<file path="src/rtl/mem_bus_arbiter.sv">
// Two-requester arbiter for a native valid/ready memory port: one transaction in flight,
// round-robin or fixed priority, request registered toward memory, timeout abort with error pulse.
module mem_bus_arbiter #(
  parameter bit          RR_EN    = 1'b1,
  parameter int unsigned TIMEOUT  = 255,
  parameter logic [31:0] ERR_DATA = 32'hDEAD_BEEF
) (
  input  logic        clk,
  input  logic        reset,
  input  logic        m0_valid,
  input  logic        m0_instr,
  input  logic [31:0] m0_addr,
  input  logic [31:0] m0_wdata,
  input  logic [3:0]  m0_wstrb,
  output logic        m0_ready,
  output logic [31:0] m0_rdata,
  input  logic        m1_valid,
  input  logic        m1_instr,
  input  logic [31:0] m1_addr,
  input  logic [31:0] m1_wdata,
  input  logic [3:0]  m1_wstrb,
  output logic        m1_ready,
  output logic [31:0] m1_rdata,
  output logic        s_mem_valid,
  output logic        s_mem_instr,
  output logic [31:0] s_mem_addr,
  output logic [31:0] s_mem_wdata,
  output logic [3:0]  s_mem_wstrb,
  input  logic        s_mem_ready,
  input  logic [31:0] s_mem_rdata,
  output logic        busy,
  output logic        grant,
  output logic        timeout_err
);

  localparam int unsigned   CW      = (TIMEOUT > 0) ? $clog2(TIMEOUT + 1) : 1;
  localparam logic [CW-1:0] TO_LAST = (TIMEOUT > 0) ? CW'(TIMEOUT - 1) : '0;

  typedef enum logic {
    ST_IDLE,
    ST_BUSY
  } state_t;

  state_t        r_state;
  state_t        w_next;
  logic          r_grant;
  logic          r_last_grant;
  logic [CW-1:0] r_count;
  logic          r_instr;
  logic [31:0]   r_addr;
  logic [31:0]   r_wdata;
  logic [3:0]    r_wstrb;

  logic          w_any;
  logic          w_winner;
  logic          w_norm;
  logic          w_to_hit;
  logic          w_done;
  logic [31:0]   w_rdata;

  assign w_any = m0_valid | m1_valid;

  always_comb begin
    if (m0_valid && m1_valid) begin
      w_winner = RR_EN ? ~r_last_grant : 1'b0;
    end else begin
      w_winner = m1_valid;
    end
  end

  // Completion is suppressed while reset is high so an aborted transaction never acks.
  assign w_norm   = (r_state == ST_BUSY) && s_mem_ready && !reset;
  assign w_to_hit = (TIMEOUT != 0) && (r_state == ST_BUSY) && (r_count == TO_LAST)
                    && !s_mem_ready && !reset;
  assign w_done   = w_norm | w_to_hit;
  assign w_rdata  = w_to_hit ? ERR_DATA : s_mem_rdata;

  always_ff @(posedge clk) begin
    if (reset) begin
      r_state <= ST_IDLE;
    end else begin
      r_state <= w_next;
    end
  end

  always_comb begin
    w_next = r_state;
    case (r_state)
      ST_IDLE: if (w_any)  w_next = ST_BUSY;
      ST_BUSY: if (w_done) w_next = ST_IDLE;
      default:             w_next = ST_IDLE;
    endcase
  end

  always_comb begin
    s_mem_valid = (r_state == ST_BUSY);
    busy        = (r_state == ST_BUSY);
    m0_ready    = w_done && (r_grant == 1'b0);
    m1_ready    = w_done && (r_grant == 1'b1);
    m0_rdata    = m0_ready ? w_rdata : '0;
    m1_rdata    = m1_ready ? w_rdata : '0;
    timeout_err = w_to_hit;
    grant       = r_grant;
    s_mem_instr = r_instr;
    s_mem_addr  = r_addr;
    s_mem_wdata = r_wdata;
    s_mem_wstrb = r_wstrb;
  end

  always_ff @(posedge clk) begin
    if (reset) begin
      r_grant      <= 1'b0;
      r_last_grant <= 1'b1;
      r_count      <= '0;
      r_instr      <= 1'b0;
      r_addr       <= '0;
      r_wdata      <= '0;
      r_wstrb      <= '0;
    end else if (r_state == ST_IDLE) begin
      if (w_any) begin
        r_grant <= w_winner;
        r_count <= '0;
        r_instr <= w_winner ? m1_instr : m0_instr;
        r_addr  <= w_winner ? m1_addr  : m0_addr;
        r_wdata <= w_winner ? m1_wdata : m0_wdata;
        r_wstrb <= w_winner ? m1_wstrb : m0_wstrb;
      end
    end else begin
      if (w_done) begin
        r_last_grant <= r_grant;
      end else begin
        r_count <= r_count + CW'(1);
      end
    end
  end

endmodule

</file>
<file path="config.mk">
export PLATFORM = sky130hd
export DESIGN_NAME = mem_bus_arbiter
export DESIGN_NICKNAME = d
export VERILOG_FILES = /design/src/rtl/mem_bus_arbiter.sv
export SDC_FILE = /design/constraint.sdc
export NUM_CORES = 1
export LEC_CHECK = 0
export ABC_AREA = 1
export CAP_MARGIN = 30
export CORE_AREA = 3 3 122 124
export DETAILED_ROUTE_END_ITERATION = 10
export DIE_AREA = 0 0 125 127
export PLACE_DENSITY = 0.7
export SLEW_MARGIN = 20
export SYNTH_ARGS = -nofsm -noshare
export SYNTH_HDL_FRONTEND = slang
export SYNTH_SLANG_ARGS = --single-unit
</file>
<file path="constraint.sdc">
create_clock -name clk -period 3.5 [get_ports clk]
set_input_delay 0.525 -clock clk [delete_from_list [all_inputs] [get_ports clk]]
set_output_delay 0.525 -clock clk [all_outputs]
set_load 0.05 [all_outputs]
</file>
# Yosys cells after proc, flatten, opt, wreduce, memory -nomap -nowiden
# Index checks and enable logic that the tools add are counted.
[totals]
regBits = 80
inputBits = 175
word_cells = 44
[op_classes]
add_sub_neg = 1
eq_ne = 2
muxes = 14
bitwise_logic = 5
reduce_logical = 14
[op_table]
columns = ["op", "count"]
rows = [
  ["$mux W32", 5],
  ["$mux W8", 3],
  ["$add A8 B1 Y8 const B", 1],
  ["$eq A8 B8 Y1 const B", 1],
  ["$logic_and A1 B1 Y1", 8],
  ["$reduce_and A2 Y1", 3],
  ["$mux W1", 4],
  ["$mux W4", 1],
  ["$not A1 Y1", 3],
  ["$logic_not A1 Y1", 2],
  ["$ne A2 B2 Y1 const B", 1],
  ["$or A1 B1 Y1", 2],
  ["$pmux W1 S2", 1],
  ["$reduce_bool A2 Y1", 1],
]

# Logic depth before layout (Yosys ltp)
[logic_depth]
ltp_word = 7
mapped_depth = 10
ltp_nobuf = 10

# Least setup slack after synthesis
# No wires, ideal clock.
[synth_timing]
path_kind = "reg-to-output"
start = "reg r_state (netlist: busy)"
end = "out m1_rdata[0]"
t_arrival_ns = 2.173
required_ns = 2.975
path_slack_ns = 0.802
path_stages_with_launch = 7
path_buffers = 2
path_cell_list = "dfxtp_1 nand2_2 nor2_4 nand3_4 buf_6 buf_6 a21oi_1"
[synth_via]
elab_chain_cells = 6
[synth_rtl]
columns = ["item", "line_no", "text"]
rows = [
  ["start, declared", "44", "state_t r_state;"],
  ["start signal, assigned", "82", "r_state <= w_next;"],
  ["$logic_and A1 B1 Y1", "73", "assign w_to_hit = (TIMEOUT != 0) && (r_state == ST_BUSY) && (r_count == TO_LAST)"],
  ["$logic_and A1 B1 Y1 (2 in a row)", "74", "&& !s_mem_ready && !reset;"],
  ["$or A1 B1 Y1", "75", "assign w_done = w_norm | w_to_hit;"],
  ["$logic_and A1 B1 Y1", "99", "m1_ready = w_done && (r_grant == 1'b1);"],
  ["$mux W32 (*)", "101", "m1_rdata = m1_ready ? w_rdata : '0;"],
  ["end, declared", "23", "output logic [31:0] m1_rdata,"],
]
# Every way passes the cells marked *; elsewhere a longest branch is shown, timed or not.

# Final worst setup path
[layout_timing]
start = "in reset"
end = "out m1_rdata[14]"
[layout_via]
elab_chain_cells = 5
[layout_rtl]
columns = ["item", "line_no", "text"]
rows = [
  ["start, declared", "9", "input logic reset,"],
  ["$logic_not A1 Y1 (*)", "72, 74", ""],
  ["$logic_and A1 B1 Y1 (on tied branches)", "72, 74", ""],
  ["$or A1 B1 Y1", "75", ""],
  ["$logic_and A1 B1 Y1", "99", ""],
  ["$mux W32 (*)", "101", ""],
]
# Marked as above.

==> results by group <==
Route
  – Vias/cell: 4.71
  – Post-route ant nets: 0
  – DR pass1 iterations: 4
  – Avg WL per Cell: 15.6 um
  – Via count: 4994
  – DRC: 0
  – 1st-iter DRT viols: between 200 and 250
  – Total wire length: 16500 um

Yosys
  – Mapped Nets: 772
  – Sequential area share after synthesis: 37.7%
  – Seq cells post-synth: 80
  – Leading area contributor after synthesis: dfxtp_1
  – Mapped Cells: between 500 and 600
  – Average cell area after synthesis: 7.15 um2
  – Async set or reset register ratio after synthesis: 0%
  – Top-count cell post-synth: nand2_1
  – Post-synth EDFFs: 0
  – Top cell type's share of synthesized area: around 38%
  – Unique masters post-synth: 27
  – Synth top cells by count: nand2_1, dfxtp_1, o21ai_0
  – Area contributors post-synth: dfxtp_1, nand2_1, a31oi_1, o21ai_0, a21oi_2
  – Top_reg_cell synth: dfxtp_1
  – Ys Warns: 0
  – Post-Synthesis Cell Area: 0.00425 mm2

Placed design
  – Port Buf Inserts: between 300 and 400
  – DP Area: between 0.008 and 0.009 mm2
  – Placed cell count: 1046
  – Dpl hpwl: around 13000 um
  – GPL Wtd Cong: 0.826
  – Post-Place Worst Slack: 0.592 ns

Clock network
  – Postcts setup bufs: 0
  – PostCTS Resize Cnt: 0
  – Cts bufs inserted: 9
  – Later-pin clock latency in the skew report: 0.33 ns
  – Hold_buf cts: 0
  – CTS HTree Levels: 3
  – CTS tree: built
  – Worst-path clk slew: 0.06 ns
  – Clock sinks: 80
  – Clock Path Buffers: 2
  – Clk root buf: clkbuf_16

Setup path
  – CP Launch Type: input port
  – Worst Path Buf+Inv: 5
  – Worst Setup EP: m1_rdata[14]
  – Reg-to-Reg Start: r_count[0]$_SDFFE_PP0P_
  – Worst setup EP type: output port
  – R2R cell count: 9
  – Worst EP required: 2.97 ns
  – Flop-to-flop setup slack: 1.65 ns
  – Top delay family on crit path: buffers and inverters
  – Cell-by-cell trace of the critical path: clkdlybuf4s50_1, inv_4, nand2_2, nor2_4, nand3_4, nand2_4, nand2_4, inv_2, nand3_1, inv_1, buf_12
  – Reg2Reg Capture Point: r_count[0]$_SDFFE_PP0P_
  – Max Fanout on Critical Path: 26
  – Setup CP Type: in -> out
  – CP arrival: 2.34 ns
  – Worst path most repeated cell: nand2_4
  – CP Depth: 11
  – Crit path launch: reset
  – Max stage delay on crit path: between 0.4 and 0.5 ns
  – Crit-path slowest cell: clkdlybuf4s50_1

Timing
  – Final setup TNS: 0 ns
  – Max Fclk: around 0.35 GHz
  – RSZ-0062 raised after global routing: false
  – Final Critical Period: 2.87 ns
  – Hold WS: 0.528 ns
  – Final Max Tran Viols: 0
  – Final Hold Vio Count: 0
  – Clock Skew: ~0.0063 ns
  – Setup violators final: 0
  – Worst-margin pin slew: 0.751 ns
  – Fin crit share: just over 80%
  – Rel. slew slack: 50.0%
  – Worst setup margin: 0.631 ns

GRT
  – GRT Total Usage: 19.5%
  – Met2 Usage GRT: 35.8%
  – Vias in the first global route: around 4700
  – Met3 Usage GRT: 5.98%
  – Total gr overflow: 0
  – GR met1 Demand/Resource: between 20% and 30%
  – Largest net degree at the start of global routing: between 100 and 150
  – Initial antenna violation count: 0
  – First-pass GRT wire length: between 20000 and 25000 um
  – GRT busiest layer: met2

Finish
  – Final Non-Filler Cells: 1061
  – Filler cell count: 1227
  – Number of diodes: 0
  – Layout cells sized above 1: 16.5%
  – Final #Nets: about 1100
  – Final Util: between 60% and 70%
  – Final instance area: 0.00841 mm2
  – Syn-to-layout area delta: 97.7%

Die
  – Core box area: 0.0139 mm2
  – Site row count: 43
  – Die area: 0.0159 mm2
  – IO Pins: about 310
  – Die H: 127 um
  – Starting density of the core: 30.6%
  – Die Wd: ~130 um

Worst hold path
  – Hold Crit Depth: 2
  – Worst Hold Class: reg -> reg

Run
  – MaxCap Viol Count: 0

Status
  – Status: completed

Power
  – Pleak: 3.41 nW
  – VDD IR-drop max: 0.248 mV
  – Power Density: 373 mW/mm2
  – Total power: 3.14 mW
[cell type report]
cell class	instances	area, um2	share of cell area [%]
timing repair buffer	321	3890	46.2
clock buffer	12	256	3.05
clock inverter	3	65.1	0.774
sequential	80	1600	19.0
tap	180	225	2.68
multi-input combinational	407	2150	25.6
inverter	58	221	2.63
[cell families (layout without fill, tap and decap cells)]
logic type,after synthesis,count (layout),share of synthesized area [%]
fa+ha+maj,2,2,0.588
simple gates,201,201,20.0
flops,80,80,37.7
compound gates,201,201,29.2
xor+xnor,3,3,0.618
buf+inv,108,394,11.9
[worst reg2reg max path, cell delays in order (launching register included)]
cell	delay [ns]
dfxtp_1	0.36
inv_1	0.08
ha_1	0.20
nand2_1	0.11
nor2_4	0.05
nand3_4	0.07
buf_12	0.33
nand3_2	0.28
a21oi_1	0.21
nor2_1	0.05
[worst min path at each step]
stage,from,endpoint,slack (ns)
CTS,r_count[7]$_SDFFE_PP0P_,r_count[7]$_SDFFE_PP0P_,0.52
detailed placement,r_count[7]$_SDFFE_PP0P_,r_count[7]$_SDFFE_PP0P_,0.52
global route,grant$_SDFFE_PP0P_,grant$_SDFFE_PP0P_,0.57
finish,r_count[7]$_SDFFE_PP0P_,r_count[7]$_SDFFE_PP0P_,0.53
global placement,r_count[7]$_SDFFE_PP0P_,r_count[7]$_SDFFE_PP0P_,0.51
floorplan,r_count[7]$_SDFFE_PP0P_,r_count[7]$_SDFFE_PP0P_,0.48
[per-layer routing]
layer / routed length (um) / vias to the layer above
li1: - / 2555
met1: 6300 / 2185
met2: 8380 / 229
met3: 1440 / 25
met4: 429 / 0
met5: 0 / -
[where the power goes]
group	total, mW	switching, mW	leakage [nW]	internal, mW
sequential	1.05	0.0449	0.663	1.00
combinational	1.07	0.633	2.59	0.440
clock	1.02	0.359	0.159	0.659
total	3.14	1.04	3.41	2.10
[layout by cell type (no fill, tap or decap)]
cell and instances:
or2_2 1, o21ai_0 71, nand3_2 1, clkbuf_16 9, inv_2 4, ha_1 2
nand2_1 159, buf_4 6, nor2_4 1, clkbuf_1 1, a21oi_1 20, inv_4 1
inv_1 52, o21ai_1 1, clkdlybuf4s50_1 246, nand3_1 28, xnor2_1 2, buf_12 69
dfxtp_1 80, nand3_4 1, nand2_4 3, clkinv_2 2, a21oi_4 1, a31oi_1 69
xor2_1 1, a21oi_2 39, clkbuf_8 2, bufinv_16 2, nor2_2 2, nand2_2 1
nor2_1 4
[registers in the layout, summed over array words and instances, names as in the netlist]
signal / cells
s_mem_instr: 1
s_mem_wstrb: 4
grant: 1
r_count: 8
s_mem_addr: 32
busy: 1
r_last_grant: 1
s_mem_wdata: 32
Power figures use the tool's default switching activity.
